===== src/rtl/io_bus_ctrl.sv =====
// Memory-stage IO bus controller: decodes IO-window loads/stores onto a req/ack device bus and stalls until done.
// Optional macro IO_BUS_TIMEOUT_EN adds a REQ-state timeout that aborts to a bus error.
module io_bus_ctrl #(
    parameter int          NUM_DEV    = 2,
    parameter logic [23:0] IO_BASE_HI = 24'h00007F,
    parameter int          TIMEOUT    = 15
) (
    input  logic                    clk,
    input  logic                    rst_n,
    input  logic                    m_ioread,
    input  logic                    m_iowrite,
    input  logic [31:0]             m_addr,
    input  logic [31:0]             m_wdata,
    input  logic [3:0]              m_be,
    output logic                    stall,
    output logic [31:0]             m_rdata,
    output logic                    bus_err,
    output logic [NUM_DEV-1:0]      dev_sel,
    output logic                    dev_we,
    output logic [3:0]              dev_addr,
    output logic [31:0]             dev_wdata,
    output logic [3:0]              dev_be,
    input  logic [32*NUM_DEV-1:0]   dev_rdata,
    input  logic [NUM_DEV-1:0]      dev_ack
);

    typedef enum logic [1:0] {
        S_IDLE = 2'd0,
        S_REQ  = 2'd1,
        S_DONE = 2'd2,
        S_ERR  = 2'd3
    } state_t;

    state_t state_q, state_d;

    logic [NUM_DEV-1:0] dev_sel_q, dev_sel_d;
    logic               dev_we_q, dev_we_d;
    logic [3:0]         dev_addr_q, dev_addr_d;
    logic [31:0]        dev_wdata_q, dev_wdata_d;
    logic [3:0]         dev_be_q, dev_be_d;
    logic [31:0]        m_rdata_q, m_rdata_d;
    logic               bus_err_q, bus_err_d;
    logic [3:0]         sel_idx_q, sel_idx_d;

    logic               req;
    logic [3:0]         idx;
    logic               decode_ok;
    logic               acked;
    logic               timeout_hit;
    logic [NUM_DEV-1:0] idx_onehot;
    logic [31:0]        sel_rdata;
    logic [1:0]         unused_addr_lsb;

    assign req             = m_ioread | m_iowrite;
    assign idx             = m_addr[7:4];
    assign unused_addr_lsb = m_addr[1:0];
    assign decode_ok       = (m_addr[31:8] == IO_BASE_HI)
                           && ({1'b0, idx} < 5'(NUM_DEV))
                           && !(m_ioread && m_iowrite);
    // Only the selected device's ack counts; dev_sel is one-hot so this masks the rest.
    assign acked           = (state_q == S_REQ) && ((dev_ack & dev_sel_q) != '0);

`ifdef IO_BUS_TIMEOUT_EN
    logic [7:0] cnt_q, cnt_d;
    assign timeout_hit = (state_q == S_REQ) && (cnt_q == 8'(TIMEOUT - 1));
`else
    // No timeout path in this build: REQ waits for ack indefinitely.
    assign timeout_hit = (TIMEOUT < 0);
`endif

    always_comb begin
        idx_onehot = '0;
        for (int i = 0; i < NUM_DEV; i++) begin
            idx_onehot[i] = (idx == 4'(i));
        end
    end

    always_comb begin
        sel_rdata = '0;
        for (int i = 0; i < NUM_DEV; i++) begin
            if (sel_idx_q == 4'(i)) begin
                sel_rdata = dev_rdata[32*i +: 32];
            end
        end
    end

    // State register
    always_ff @(posedge clk or negedge rst_n) begin
        if (!rst_n) begin
            state_q <= S_IDLE;
        end else begin
            state_q <= state_d;
        end
    end

    // Next-state logic
    always_comb begin
        state_d = state_q;
        case (state_q)
            S_IDLE: begin
                if (req) begin
                    state_d = decode_ok ? S_REQ : S_ERR;
                end
            end
            S_REQ: begin
                if (acked) begin
                    state_d = S_DONE;
                end else if (timeout_hit) begin
                    state_d = S_ERR;
                end
            end
            S_DONE:  state_d = S_IDLE;
            S_ERR:   state_d = S_IDLE;
            default: state_d = S_IDLE;
        endcase
    end

    // Output logic: stall plus next values of the registered bus outputs
    always_comb begin
        stall       = rst_n & (((state_q == S_IDLE) & req) | (state_q == S_REQ));
        dev_sel_d   = dev_sel_q;
        dev_we_d    = dev_we_q;
        dev_addr_d  = dev_addr_q;
        dev_wdata_d = dev_wdata_q;
        dev_be_d    = dev_be_q;
        m_rdata_d   = m_rdata_q;
        bus_err_d   = 1'b0;
        sel_idx_d   = sel_idx_q;
`ifdef IO_BUS_TIMEOUT_EN
        cnt_d       = cnt_q;
`endif
        case (state_q)
            S_IDLE: begin
                if (req && decode_ok) begin
                    dev_sel_d   = idx_onehot;
                    dev_we_d    = m_iowrite;
                    dev_addr_d  = m_addr[3:0] & 4'b1100;
                    dev_wdata_d = m_wdata;
                    dev_be_d    = m_iowrite ? m_be : 4'b1111;
                    sel_idx_d   = idx;
`ifdef IO_BUS_TIMEOUT_EN
                    cnt_d       = '0;
`endif
                end else if (req) begin
                    bus_err_d = 1'b1;
                    m_rdata_d = '0;
                end
            end
            S_REQ: begin
                if (acked) begin
                    dev_sel_d = '0;
                    dev_we_d  = 1'b0;
                    if (!dev_we_q) begin
                        m_rdata_d = sel_rdata;
                    end
                end else if (timeout_hit) begin
                    dev_sel_d = '0;
                    bus_err_d = 1'b1;
                    m_rdata_d = '0;
                end else begin
`ifdef IO_BUS_TIMEOUT_EN
                    cnt_d = cnt_q + 8'd1;
`endif
                end
            end
            default: ;
        endcase
    end

    always_ff @(posedge clk or negedge rst_n) begin
        if (!rst_n) begin
            dev_sel_q   <= '0;
            dev_we_q    <= 1'b0;
            dev_addr_q  <= '0;
            dev_wdata_q <= '0;
            dev_be_q    <= '0;
            m_rdata_q   <= '0;
            bus_err_q   <= 1'b0;
            sel_idx_q   <= '0;
`ifdef IO_BUS_TIMEOUT_EN
            cnt_q       <= '0;
`endif
        end else begin
            dev_sel_q   <= dev_sel_d;
            dev_we_q    <= dev_we_d;
            dev_addr_q  <= dev_addr_d;
            dev_wdata_q <= dev_wdata_d;
            dev_be_q    <= dev_be_d;
            m_rdata_q   <= m_rdata_d;
            bus_err_q   <= bus_err_d;
            sel_idx_q   <= sel_idx_d;
`ifdef IO_BUS_TIMEOUT_EN
            cnt_q       <= cnt_d;
`endif
        end
    end

    assign dev_sel   = dev_sel_q;
    assign dev_we    = dev_we_q;
    assign dev_addr  = dev_addr_q;
    assign dev_wdata = dev_wdata_q;
    assign dev_be    = dev_be_q;
    assign m_rdata   = m_rdata_q;
    assign bus_err   = bus_err_q;

endmodule

===== config.mk =====
export PLATFORM = sky130hd
export DESIGN_NAME = io_bus_ctrl
export DESIGN_NICKNAME = d
export VERILOG_FILES = /design/src/rtl/io_bus_ctrl.sv
export SDC_FILE = /design/constraint.sdc
export NUM_CORES = 1
export LEC_CHECK = 0
export CAP_MARGIN = 20
export CORE_AREA = 2 2 105 107
export CTS_CLUSTER_DIAMETER = 100
export DETAILED_ROUTE_END_ITERATION = 16
export DIE_AREA = 0 0 107 109
export GPL_ROUTABILITY_DRIVEN = 0
export PLACE_DENSITY = 0.76
export RECOVER_POWER = 100
export SLEW_MARGIN = 25
export SYNTH_ARGS = -nofsm -noshare
export SYNTH_HDL_FRONTEND = slang
export SYNTH_SLANG_ARGS = --single-unit

===== constraint.sdc =====
create_clock -name clk -period 1.84 [get_ports clk]
set_input_delay 0.368 -clock clk [delete_from_list [all_inputs] [get_ports clk]]
set_output_delay 0.368 -clock clk [all_outputs]
set_load 0.02 [all_outputs]

==> out/qor.yml <==
run_status: "complete, but fails checks"
violated_checks: "setup timing"
fin_crit_ns: 1.86
min_period_over_period: 1.01
clockRootBuffer: "clkbuf_8"
gr-total-overflow: 0
worst_path_largest_cell_delay_ns: 0.39
floorplan.initialDensity: 0.330
top_reg_cell_synth: "dfrtp_1"
total_cts_buffers: 9
ys_seq_area_frac: 0.573
wire_per_inst_um: 18.3
placeable_area_um2: 10600
core.rowCount: 38
vias_per_cell: 4.99
maximum_fanout_along_the_worst_path: 5
worst_setup_path_end_kind: "flip-flop"
cpMostUsedCell: "buf_6"
drtIter0Drc: 114
insertedDiodeCount: 0
routed-via-count: 3168
syn_avg_cell_area_um2: 13.9
timing.slew.headroom: 0.282
multi_input_area_um2: 1570
route.final.wire_length_um: 11600
met2RoutedLength_um: 6200
maxUsedRoutingLayer: "met4"
timing.critical_path.required_ns: 2.07
post-place-ws_ns: -0.746
hp-class: "in -> reg"
clk-insertion-delay-late_ns: 0.35
p_leak_nw: 2.86
io_pins: 215
timing.critical_path.arrival_ns: 2.09
syn_area_um2: 3500
design.die.area_um2: 11700
post-route-cell-area_um2: 6500
fmax_mhz: 537
worst_setup_hold_path_clk_slew_ns: 0.08
layout.filler_cells: 837
sequence_of_cells_on_the_critical_path: "buf_6 > nor4b_4 > nand4_1 > nor4_4 > buf_6 > buf_12 > buf_8 > mux2_4"
layoutNonFillerInstCount: 635
cell_with_the_biggest_individual_delay_on_the_critical_path: "nor4_4"
syn2layout_area_growth_pct: 85.9
dieWidth_um: 107
netlist_instances: 251
count_of_maximum_capacitance_violations: 0
fin_nets: 628
timing_worst_slew_pin_value_ns: 1.08
hold_viol: 0
drt_pass1_iterations: 5
drive_above_1_share: 0.246
cts_num_sinks: 80
grt_pass1_wl_um: 17100
placed_cells: 601
first_global_vias: 3293
seqCellArea_um2: 2000
setup_ws_ns: -0.0236
yosys_warnings: 0
detailed_place_hpwl_um: 8040
yosys_register_bits: 80
skew_ns: 0.00893
synth-edff-count: 0
wl_met3_um: 853
cts_max_path_buffers: 2
tns_ns: -0.338
setup.worst_path.start_class: "primary input"
detail_route.drc_violations: 0
ff2ff_setup_slack_ns: 0.03
ant_nets: 0
grt_start_max_net_pins: 81
vdd.ir_drop.worst_mv: 0.644
dpl_cell_area_um2: 5870
crit_family: "simple AND/OR/NAND/NOR gates"
grt_util_all_layers: 0.193
cts_tree: "yes"
met1_length_um: 4390
grt_antenna_before_repair: 0
pwr_density_cell_nw_per_um2: 1110
synth_async_sr_flop_share: 1.00
io_buffers: 210
grt_setup_unrepaired: "yes"
synth_cell_types: 34
critical_path_start_end_classification: "in -> reg"
hold_slack_ns: 0.419
y_dimension_of_the_die_um: 109
cts.htree.levels: 3
total_count_of_max_transition_violations_in_the_final_report: 0
critical_path_buf_inv_count: 4
finalSetupViolCount: 20
## flip-flops by register name, indices dropped and copies added (netlist names)
name / flops
bus_err: 1
dev_addr: 2
dev_be: 4
dev_sel: 2
dev_wdata: 32
dev_we: 1
m_rdata: 32
sel_idx_q: 4
state_q: 2
## through the flow
stage	total power, W	utilization
2_1_floorplan	0.00388	-
3_3_place_gp	0.00532	0.553
3_5_place_dp	0.00537	0.553
4_1_cts	0.00712	0.599
5_1_grt	0.00761	0.613
6_report	0.00722	0.613
## power by group
| group | leakage (nW) | switching (W) | internal [W] | total (W) |
|---|---|---|---|---|
| Sequential | 1.09 | 0.000229 | 0.00214 | 0.00237 |
| Clock | 0.106 | 0.000643 | 0.000800 | 0.00144 |
| Combinational | 1.67 | 0.00165 | 0.00176 | 0.00341 |
## placed cells by master (no fill, tap or decap), types with 3 or more instances in the layout
master	n
nor4_2	3
dlygate4sd2_1	8
a32o_1	32
mux2_4	35
inv_1	6
buf_12	6
buf_4	20
nor2_1	4
a31oi_1	4
dfrtp_1	79
nor2b_1	4
clkbuf_8	10
clkbuf_2	12
clkdlybuf4s50_1	179
clkdlybuf4s15_1	6
nand2_1	3
a22o_1	33
buf_6	7
## timing repair
item,CTS,global route
setup endpoints to repair,81,77
endpoints found under the hold margin,0,0
setup buffers,9,5
cloned,2,3
resized for setup,70,60
pin swaps,11,10
hold buffers,0,0
## layer usage
layer  vias up  global-route usage
li1       1457                   -
met1      1564               0.210
met2       134               0.360
met3        13              0.0514
met4         0              0.0714
met5         -                   0
## synth_stat cells (3+ instances only)
cell type / count / area [um2]
a32o_1: 32 / 320
mux2_4: 7 / 105
buf_4: 4 / 30.0
nor2_1: 6 / 22.5
nand2_1: 4 / 15.0
clkbuf_1: 12 / 45.0
dfrtp_1: 80 / 2000
buf_6: 5 / 56.3
inv_1: 6 / 22.5
a22o_1: 33 / 289
nor2b_1: 4 / 25.0
a31oi_1: 4 / 25.0
mux2_2: 28 / 315
nor4_1: 3 / 18.8
## logic make-up (layout without fill, tap and decap cells)
kind of cell    after synthesis  in the layout  share of synthesized area
compound gates               76             76                      0.197
flops                        80             80                      0.573
buf+inv                      28            271                     0.0483
mux                          37             37                      0.126
other cells                   1              2                    0.00107
simple gates                 29             29                     0.0551
## final timing paths
check | startpoint | endpoint | depth (start not counted)
min | m_iowrite | dev_be[1] | 3
min reg2reg | m_rdata[7] | m_rdata[7] | 1
min in group asynchronous | rst_n | dev_we | 2
max | m_addr[25] | dev_wdata[5] | 8
max in group asynchronous | rst_n | state_q[0] | 2
max reg2reg | state_q[0] | dev_wdata[5] | 8
## layout make-up
cell class	instances	area share
clock inverter	5	0.0123
sequential	80	0.308
tap	140	0.0270
clock buffer	11	0.0218
inverter	6	0.00347
multi-input combinational	144	0.241
timing repair buffer	249	0.386
## tightest hold or removal path, delay by kind of cell
kind / cells / cell delay [ns]
buf+inv: 2 / 0.29
compound gates: 1 / 0.07
Power figures use the tool's default switching activity.
